==> src/rtl/lm35_link_pkg.sv <==
// Shared definitions for the LM35 link receiver.
// Holds the frame geometry, the positions of the parity and marker bits,
// the receive FSM state type and the parity helper used by the frame checker.
package lm35_link_pkg;

  localparam int CHUNK_W      = 3;
  localparam int FRAME_CHUNKS = 4;
  localparam int FRAME_W      = 12;
  localparam int VALUE_W      = 10;
  localparam int CNT_W        = 3;

  localparam int   PARITY_POS = 1;
  localparam int   MARKER_POS = 0;
  localparam logic MARKER_VAL = 1'b1;

  typedef enum logic [1:0] {
    ST_IDLE  = 2'd0,
    ST_RECV  = 2'd1,
    ST_CHECK = 2'd2
  } link_state_e;

  // Parity bit that makes the value plus parity carry an even number of ones.
  function automatic logic even_parity(input logic [VALUE_W-1:0] v);
    return ^v;
  endfunction

endpackage

==> src/rtl/link_sync.sv <==
// Multi-flop synchroniser for asynchronous link inputs.
// Ports:
//   clk, rst : system clock, synchronous active-high reset
//   d        : asynchronous input bits
//   q        : synchronised level (EDGE=0) or one-cycle rise pulse (EDGE=1)
// Every instance with the same STAGES delays its input by the same number of
// cycles, so strobe and data chains stay aligned.
module link_sync #(
  parameter int STAGES = 2,
  parameter int WIDTH  = 1,
  parameter bit EDGE   = 1'b0
) (
  input  logic             clk,
  input  logic             rst,
  input  logic [WIDTH-1:0] d,
  output logic [WIDTH-1:0] q
);

  logic [WIDTH-1:0] stage_r [STAGES];

  // Synchroniser shift chain.
  always_ff @(posedge clk) begin
    if (rst) begin
      for (int i = 0; i < STAGES; i++) begin
        stage_r[i] <= {WIDTH{1'b0}};
      end
    end else begin
      stage_r[0] <= d;
      for (int i = 1; i < STAGES; i++) begin
        stage_r[i] <= stage_r[i-1];
      end
    end
  end

  generate
    if (EDGE) begin : g_edge
      logic [WIDTH-1:0] prev_r;

      // Previous synchronised level, for rise detection.
      always_ff @(posedge clk) begin
        if (rst) begin
          prev_r <= {WIDTH{1'b0}};
        end else begin
          prev_r <= stage_r[STAGES-1];
        end
      end

      // Both operands are flops, so the pulse is glitch-free inside the domain.
      assign q = stage_r[STAGES-1] & ~prev_r;
    end else begin : g_level
      assign q = stage_r[STAGES-1];
    end
  endgenerate

endmodule

==> src/rtl/lm35_link_rx.sv <==
// LM35 link receive stage.
// Assembles 4 x 3-bit strobed chunks into a 12-bit frame, checks marker,
// even parity and range, and publishes accepted temperatures.
// Ports:
//   clk, rst      : system clock, synchronous active-high reset
//   stb, frm, db  : asynchronous chunk strobe, frame-start flag, chunk data
//   data          : last accepted value (tenths of a degree), held
//   ack           : high once any frame has been accepted
//   upd           : one-cycle pulse when data is updated
//   err           : one-cycle pulse on a rejected or aborted frame
//   err_cnt       : saturating count of err pulses
module lm35_link_rx
  import lm35_link_pkg::*;
#(
  parameter int TIMEOUT_CYCLES = 50000,
  parameter int MAX_VALUE      = 999,
  parameter int SYNC_STAGES    = 2
) (
  input  logic               clk,
  input  logic               rst,
  input  logic               stb,
  input  logic               frm,
  input  logic [CHUNK_W-1:0] db,
  output logic [VALUE_W-1:0] data,
  output logic               ack,
  output logic               upd,
  output logic               err,
  output logic [7:0]         err_cnt
);

  localparam int                 TMO_W      = $clog2(TIMEOUT_CYCLES + 1);
  localparam logic [TMO_W-1:0]   TMO_LAST   = TMO_W'(TIMEOUT_CYCLES - 1);
  localparam logic [CNT_W-1:0]   LAST_CHUNK = CNT_W'(FRAME_CHUNKS - 1);
  localparam logic [VALUE_W-1:0] MAX_V      = VALUE_W'(MAX_VALUE);

  logic               rise_s;
  logic [CHUNK_W:0]   fd_s;
  logic               frm_s;
  logic [CHUNK_W-1:0] db_s;

  link_sync #(.STAGES(SYNC_STAGES), .WIDTH(1), .EDGE(1'b1)) u_stb_sync (
    .clk (clk),
    .rst (rst),
    .d   (stb),
    .q   (rise_s)
  );

  link_sync #(.STAGES(SYNC_STAGES), .WIDTH(CHUNK_W + 1), .EDGE(1'b0)) u_fd_sync (
    .clk (clk),
    .rst (rst),
    .d   ({frm, db}),
    .q   (fd_s)
  );

  assign frm_s = fd_s[CHUNK_W];
  assign db_s  = fd_s[CHUNK_W-1:0];

  link_state_e        state_r, state_s;
  logic [FRAME_W-1:0] shift_r, shift_s;
  logic [CNT_W-1:0]   cnt_r, cnt_s;
  logic [TMO_W-1:0]   tmo_r, tmo_s;
  logic [VALUE_W-1:0] data_s;
  logic               ack_s, upd_s, err_s;
  logic [7:0]         err_cnt_s;

  logic [VALUE_W-1:0] value_s;
  logic               frame_ok_s;

  assign value_s    = shift_r[FRAME_W-1 -: VALUE_W];
  assign frame_ok_s = (shift_r[MARKER_POS] == MARKER_VAL) &&
                      (shift_r[PARITY_POS] == even_parity(value_s)) &&
                      (value_s <= MAX_V);

  // Next-state, frame assembly, timeout and output decisions.
  always_comb begin
    state_s = state_r;
    shift_s = shift_r;
    cnt_s   = cnt_r;
    tmo_s   = tmo_r;
    data_s  = data;
    ack_s   = ack;
    upd_s   = 1'b0;
    err_s   = 1'b0;
    case (state_r)
      ST_IDLE: begin
        // Chunks without frm in IDLE are stray tails and are dropped silently.
        if (rise_s && frm_s) begin
          shift_s = {{(FRAME_W - CHUNK_W){1'b0}}, db_s};
          cnt_s   = CNT_W'(1);
          tmo_s   = {TMO_W{1'b0}};
          state_s = ST_RECV;
        end else begin
          state_s = ST_IDLE;
        end
      end
      ST_RECV: begin
        // A strobe always beats a timeout landing in the same cycle.
        if (rise_s) begin
          tmo_s = {TMO_W{1'b0}};
          if (frm_s) begin
            err_s   = 1'b1;
            shift_s = {{(FRAME_W - CHUNK_W){1'b0}}, db_s};
            cnt_s   = CNT_W'(1);
            state_s = ST_RECV;
          end else begin
            shift_s = {shift_r[FRAME_W-CHUNK_W-1:0], db_s};
            cnt_s   = cnt_r + CNT_W'(1);
            if (cnt_r == LAST_CHUNK) begin
              state_s = ST_CHECK;
            end else begin
              state_s = ST_RECV;
            end
          end
        end else if (tmo_r == TMO_LAST) begin
          err_s   = 1'b1;
          tmo_s   = {TMO_W{1'b0}};
          state_s = ST_IDLE;
        end else begin
          tmo_s = tmo_r + TMO_W'(1);
        end
      end
      ST_CHECK: begin
        // Any strobe seen here violates the link protocol and is dropped.
        state_s = ST_IDLE;
        if (frame_ok_s) begin
          data_s = value_s;
          ack_s  = 1'b1;
          upd_s  = 1'b1;
        end else begin
          err_s = 1'b1;
        end
      end
      default: begin
        state_s = ST_IDLE;
      end
    endcase

    if (err_s && (err_cnt != 8'hFF)) begin
      err_cnt_s = err_cnt + 8'd1;
    end else begin
      err_cnt_s = err_cnt;
    end
  end

  // State, datapath and registered outputs.
  always_ff @(posedge clk) begin
    if (rst) begin
      state_r <= ST_IDLE;
      shift_r <= {FRAME_W{1'b0}};
      cnt_r   <= {CNT_W{1'b0}};
      tmo_r   <= {TMO_W{1'b0}};
      data    <= {VALUE_W{1'b0}};
      ack     <= 1'b0;
      upd     <= 1'b0;
      err     <= 1'b0;
      err_cnt <= 8'd0;
    end else begin
      state_r <= state_s;
      shift_r <= shift_s;
      cnt_r   <= cnt_s;
      tmo_r   <= tmo_s;
      data    <= data_s;
      ack     <= ack_s;
      upd     <= upd_s;
      err     <= err_s;
      err_cnt <= err_cnt_s;
    end
  end

endmodule

==> config.mk <==
export PLATFORM = sky130hd
export DESIGN_NAME = lm35_link_rx
export DESIGN_NICKNAME = d
export VERILOG_FILES = /design/src/rtl/lm35_link_pkg.sv /design/src/rtl/link_sync.sv /design/src/rtl/lm35_link_rx.sv
export SDC_FILE = /design/constraint.sdc
export NUM_CORES = 1
export LEC_CHECK = 0
export ABC_CLOCK_PERIOD_IN_PS = 2300
export CORE_MARGIN = 1.5
export CORE_UTILIZATION = 45
export CTS_CLUSTER_SIZE = 28
export DETAILED_ROUTE_END_ITERATION = 16
export PLACE_DENSITY = 0.8
export SETUP_SLACK_MARGIN = 0.4
export SLEW_MARGIN = 20
export SYNTH_ARGS = -nofsm -noshare
export SYNTH_HDL_FRONTEND = slang
export SYNTH_SLANG_ARGS = --single-unit
==> constraint.sdc <==
create_clock -name clk -period 2.3 [get_ports clk]
set_input_delay 0.345 -clock clk [delete_from_list [all_inputs] [get_ports clk]]
set_output_delay 0.345 -clock clk [all_outputs]
set_load 0.02 [all_outputs]
Yosys cells after proc, flatten, opt, wreduce, memory -nomap -nowiden
Memory sizes are Yosys's and may differ from the RTL's.
Index checks and enable logic that the tools add are counted.
{"block": "word_totals", "ff_bits": 55, "mem_bits_rw": 10, "output_inout_bits": 21, "wordCells": 74, "n_memories": 2}
{"name": "u_fd_sync.stage_r", "depth": 2, "word_bits": 4, "rd": 2, "rd_ports_with_merged_regs": 0, "wr": 2, "line_no": "link_sync.sv:19", "source": "logic [WIDTH-1:0] stage_r [STAGES];"}
{"name": "u_stb_sync.stage_r", "depth": 2, "word_bits": 1, "rd": 2, "rd_ports_with_merged_regs": 0, "wr": 2, "line_no": "link_sync.sv:19"}
{"block": "classes", "n_addsub": 3, "n_lt_le_gt_ge": 1, "n_eq_ne": 9, "mux": 31, "bitwise_logic": 7, "n_reduce_logical": 11}
{"op": "2-to-1 mux 16 bit", "count": 3}
{"op": "2-to-1 mux 12 bit", "count": 3}
{"op": "case mux 16 bit (2 select lines)", "count": 1}
{"op": "case mux 12 bit (2 select lines)", "count": 1}
{"op": "adder 16 x 1 -> 16 bit, second input constant", "count": 1}
{"op": "== test 16 bit, second input constant", "count": 1}
{"op": "2-to-1 mux 1 bit", "count": 11}
{"op": "<= comparator 10 bit, second input constant", "count": 1}
{"op": "XOR reduction 10 bit", "count": 1}
{"op": "2-to-1 mux 3 bit", "count": 3}
{"op": "adder 8 x 1 -> 8 bit, second input constant", "count": 1}
{"op": "2-to-1 mux 2 bit", "count": 4}
{"op": "2-to-1 mux 4 bit", "count": 2}
{"op": "!= test 8 bit, second input constant", "count": 1}
{"op": "case mux 3 bit (2 select lines)", "count": 1}
{"op": "logical AND 1 bit", "count": 4}
{"op": "!= test 2 bit, second input constant", "count": 2}
{"op": "bitwise OR 1 bit", "count": 4}
{"op": "case mux 2 bit (2 select lines)", "count": 1}
{"op": "AND reduction 2 bit", "count": 2}
{"op": "adder 3 x 1 -> 3 bit, second input constant", "count": 1}
{"op": "== test 3 x 2 -> 1 bit, second input constant", "count": 1}
{"op": "!= test 3 bit, second input constant", "count": 1}
{"op": "AND reduction 3 bit", "count": 1}
{"op": "9 further kinds", "count": 10}

Longest topological paths before layout
{"block": "depth", "ltp_word": 7, "depth_mapped": 9}

Hierarchy
Synthesis repeated with hierarchy kept, for this count alone.
{"block": "unflattened", "hier_cells": 290, "area_unflattened_um2": 2796.4}
{"module": "lm35_link_rx", "n_inst": 1, "cells_per_inst": 263, "area_each_um2": 2468.6, "seq_area_each_um2": 1081.0}
{"module": "link_sync (u_fd_sync)", "n_inst": 1, "cells_per_inst": 20, "area_each_um2": 240.2, "seq_area_each_um2": 160.2}
{"module": "link_sync (u_stb_sync)", "n_inst": 1, "cells_per_inst": 7, "area_each_um2": 87.6, "seq_area_each_um2": 60.1}

Worst setup path before layout
OpenSTA, ideal clock, no wires.
{"block": "synth_timing", "path_kind": "flip-flop to flip-flop", "start": "register shift_r[6]", "end": "register err_cnt[7]", "t_arrival_ns": 2.104, "required_ns": 2.168, "path_slack_ns": 0.064, "stages_incl_launch_ff": 10, "period_less_slack_ns": 2.236, "cell_sequence": "dfxtp_1 inv_1 ha_1 xnor2_1 xnor3_1 a21boi_2 o21ai_1 buf_2 o41ai_1 a21oi_1"}
{"block": "synth_between", "elab_chain_len": 7, "elab_cells_between_ends": 8, "cone_classes": "1 x order compare; 1 x eq/ne; 2 x mux; 4 x reduce/logical"}
{"element": "from (decl)", "line_no": "lm35_link_rx.sv:59", "source": "logic [FRAME_W-1:0] shift_r, shift_s;"}
{"element": "from (signal assigned)", "line_no": "lm35_link_rx.sv:149", "source": "shift_r <= {FRAME_W{1'b0}};"}
{"element": "from (signal assigned)", "line_no": "lm35_link_rx.sv:159", "source": "shift_r <= shift_s;"}
{"element": "parallel branches: the longest is 3 deep, another holds <= comparator 10 bit"}
{"element": "logical AND 1 bit *", "line_no": "lm35_link_rx.sv:71", "source": "(shift_r[PARITY_POS] == even_parity(value_s)) &&"}
{"element": "2-to-1 mux 1 bit *", "line_no": "lm35_link_rx.sv:125", "source": "if (frame_ok_s) begin"}
{"element": "case mux 1 bit (2 select lines) *", "line_no": "lm35_link_rx.sv:84", "source": "case (state_r)"}
{"element": "logical AND 1 bit *", "line_no": "lm35_link_rx.sv:138", "source": "if (err_s && (err_cnt != 8'hFF)) begin"}
{"element": "to (signal assigned)", "line_no": "lm35_link_rx.sv:166", "source": "err_cnt <= err_cnt_s;"}
{"element": "to (decl)", "line_no": "lm35_link_rx.sv:28", "source": "output logic [7:0] err_cnt"}
Every way passes the cells marked *.
A chain may end at the register's enable or synchronous reset.

Worst setup path after layout
{"block": "layout_timing", "start": "register shift_r[10]", "end": "register err_cnt[5]"}
The elaborated chain is that of the path after synthesis.

==> impl_metrics.ini <==
[cells_and_area]
nFillCells = 508
finalNetCount = 363
drive_gt1_share_pct = 17.2
instances_no_fill = 423
final_area_um2 = 3530
n_antenna_cell = 0
syn_to_final_growth_pct = 28.5

[sta]
min_period_over_period_pct = 95.3
setup_viol = 0
tns_ns = 0
tightest_slew_ns = 0.393
timing.final.max_slew_violations = 0
fmax_ghz = 0.456
layout_min_cycle_time_ns = 2.19
relSlewSlack_pct = 73.8
hold_viol_final = 0
skew_ns = 0.00822
whs_ns = 0.298
rsz0062_at_grt = true

[critical_path]
crit_path_max_fanout = 8
slowest_stage = xnor3_1
reg2reg_depth = 8
required_ns = 2.57
critPathMaxStageDelay_ns = 0.43
worstPathArrival_ns = 2.46
endpoint_kind = flop
path_class = reg -> reg
crit_chain = ha_4, xnor2_2, xnor3_1, a21boi_2, o21ai_2, buf_6, or3_1, a21oi_1
crit_path_start_kind = flop
r2r_slack_ns = 0.11

[detailed_routing]
dr.pass1.iters = 4
via_per_inst = 5.10
drt_iter0_markers = 76
routed_wl_um = 5400
post-route-drc-count = 0
wl_per_cell_um = 12.8
routed-via-count = 2158
drtAntennaViolNets = 0

[cts]
clk_path_buf_depth = 2
clk_latency_ns = 0.34
cts_tree = yes
hold_buffers = 0
cts_buffers = 9
root_buffer = clkbuf_8
cts.sinks = 65
clk_transition_reported_paths_ns = 0.07
htreeDepth = 3

[floorplanning]
initial_core_util_pct = 46.4
die_w_um = 81.1
ios = 28
fp-row-count = 28
core-area_um2 = 5920
dieHeight_um = 81.1
dieArea_um2 = 6580

[hold_path]
hold_path.class = in -> reg
worstHoldPathCells = 2

[run]
maxCapViolations = 0

[pwr]
swShare_pct = 23.0
p_sw_mw = 0.457
p_leak_nw = 1.29
peakVddDrop_mv = 0.426
p_int_mw = 1.53
combPwrFrac_pct = 2.3
clkPwrFrac_pct = 40.7
power_density_nw_per_um2 = 564
power_frac_seq_pct = 57.0

[logic_synthesis]
async_flop_share_pct = 0
ys_seq_area_share_pct = 47.4
syn_inst = 297
synth_warnings = 0
yosys_most_used_dff = dfxtp_1
yosysUniqueCellTypes = 36
syn_nets = 317
ys_ff_latch = 65
synth_edf_count = 0
avgSynthCellArea_um2 = 9.24
syn_area_um2 = 2750

[global_route]
grt_pass1_vias = 2006
grt_overflow = 0
grt_use_total_pct = 17.9
grt_pass1_wl_um = 8790
antenna_found_initial = 0
grt_max_degree = 41

[placed_design]
placed_area_um2 = 3230
gp_congestion = 0.771
dp_hpwl_um = 3670
port_buffers = 27
place_inst = 398

[run_status]
status = completed
==> state kept, by name (all words and copies together) (netlist names) <==
name and count:
err_cnt 8, tmo_r 16, cnt_r 3, u_stb_sync.g_edge.prev_r 1
upd 1, data 10, state_r 2, ack 1
err 1, shift_r 12, u_fd_sync.stage_r 8, u_stb_sync.stage_r 2
==> metal layers <==
metal  up-vias  routed length, um  global-route usage (%)  part of all wire (%)
met5         -                  0                       0                     0
met4         0                103                    9.31                   1.9
met3         8                196                    5.51                   3.6
met2        27               2610                    28.9                    48
met1      1016               2490                    21.2                    46
li1       1107                  -                       -                     -
==> cell usage in the layout, fill, tap and decap left out, types with 8 or more instances in the layout <==
cell             count
nor2_1              55
ha_1                 8
nand2_1             15
clkdlybuf4s50_1     26
buf_4               17
a22oi_1             12
nand3_1              8
a21oi_1              9
xnor2_1             13
inv_1               10
mux2i_1             14
nor2b_1             14
clkbuf_8             9
dfxtp_1             59
nand4_1              8
==> power by group through the flow <==
stage,combinational (mW),sequential (mW),clock [mW]
after floorplan,0.0268,1.16,0
final,0.0456,1.13,0.810
after global routing,0.0510,1.13,0.886
after detailed placement,0.0440,1.16,0
after global placement,0.0436,1.16,0
after CTS,0.0444,1.14,0.834
==> worst paths after layout <==
path / start / end
hold reg to reg: u_fd_sync.stage_r[0][3] / u_fd_sync.stage_r[0][7]
setup / recovery: shift_r[10] / err_cnt[5]
hold / removal: rst / err_cnt[3]
setup reg to reg: shift_r[10] / err_cnt[5]
==> synth_stat cells, drive strengths merged, types with 7 or more instances <==
library cell / number / area share [%]
nand2: 16 / 2.2
dfxtp: 65 / 47
nor2b: 15 / 3.4
inv: 10 / 1.4
a22oi: 12 / 3.3
clkbuf: 9 / 1.2
nand4: 8 / 1.8
mux2i: 14 / 5.1
nor2: 55 / 7.5
xnor2: 15 / 4.8
o21ai: 7 / 1.3
a21oi: 10 / 1.8
ha: 13 / 5.9
nand3: 8 / 1.5
==> final cells by class <==
| cell class | count | area, um^2 | area share [%] |
|---|---|---|---|
| clock buffers | 10 | 128 | 3.62 |
| clock inverters | 6 | 35.0 | 0.993 |
| inverters | 10 | 37.5 | 1.06 |
| multi-input cells | 211 | 1500 | 42.6 |
| flip-flops and latches | 65 | 1320 | 37.3 |
| well taps | 75 | 93.8 | 2.66 |
| repair buffers | 46 | 415 | 11.8 |
==> through the flow <==
stage | power, mW | setup WS [ns] | util, %
after global placement | 1.21 | 0.123 | 54.6
after floorplan | 1.19 | 0.259 | -
final | 1.99 | 0.108 | 59.6
after global routing | 2.07 | 0.0255 | 59.6
after CTS | 2.01 | 0.120 | 58.2
after detailed placement | 1.21 | 0.0570 | 54.6
==> cell families after synthesis <==
| logic type | synth area share, % |
|---|---|
| mux | 5.51 |
| xor+xnor | 7.20 |
| flops | 47.4 |
| fa+ha+maj | 5.93 |
| compound gates | 9.39 |
| buf+inv | 2.96 |
| simple gates | 21.6 |
==> repair_timing <==
action	CTS	global route
gates resized for setup	4	11
pin swaps	2	5
endpoints found under the setup margin	23	40
setup buffers	5	4
==> critical path: cells and delay by family, from the launching register on <==
kind,cells,cell delay [ns]
compound gates,3,0.47
xor+xnor,2,0.60
fa+ha+maj,1,0.25
buf+inv,1,0.15
flops,1,0.34
simple gates,1,0.31
No activity file was read; power rests on OpenSTA's default activity.
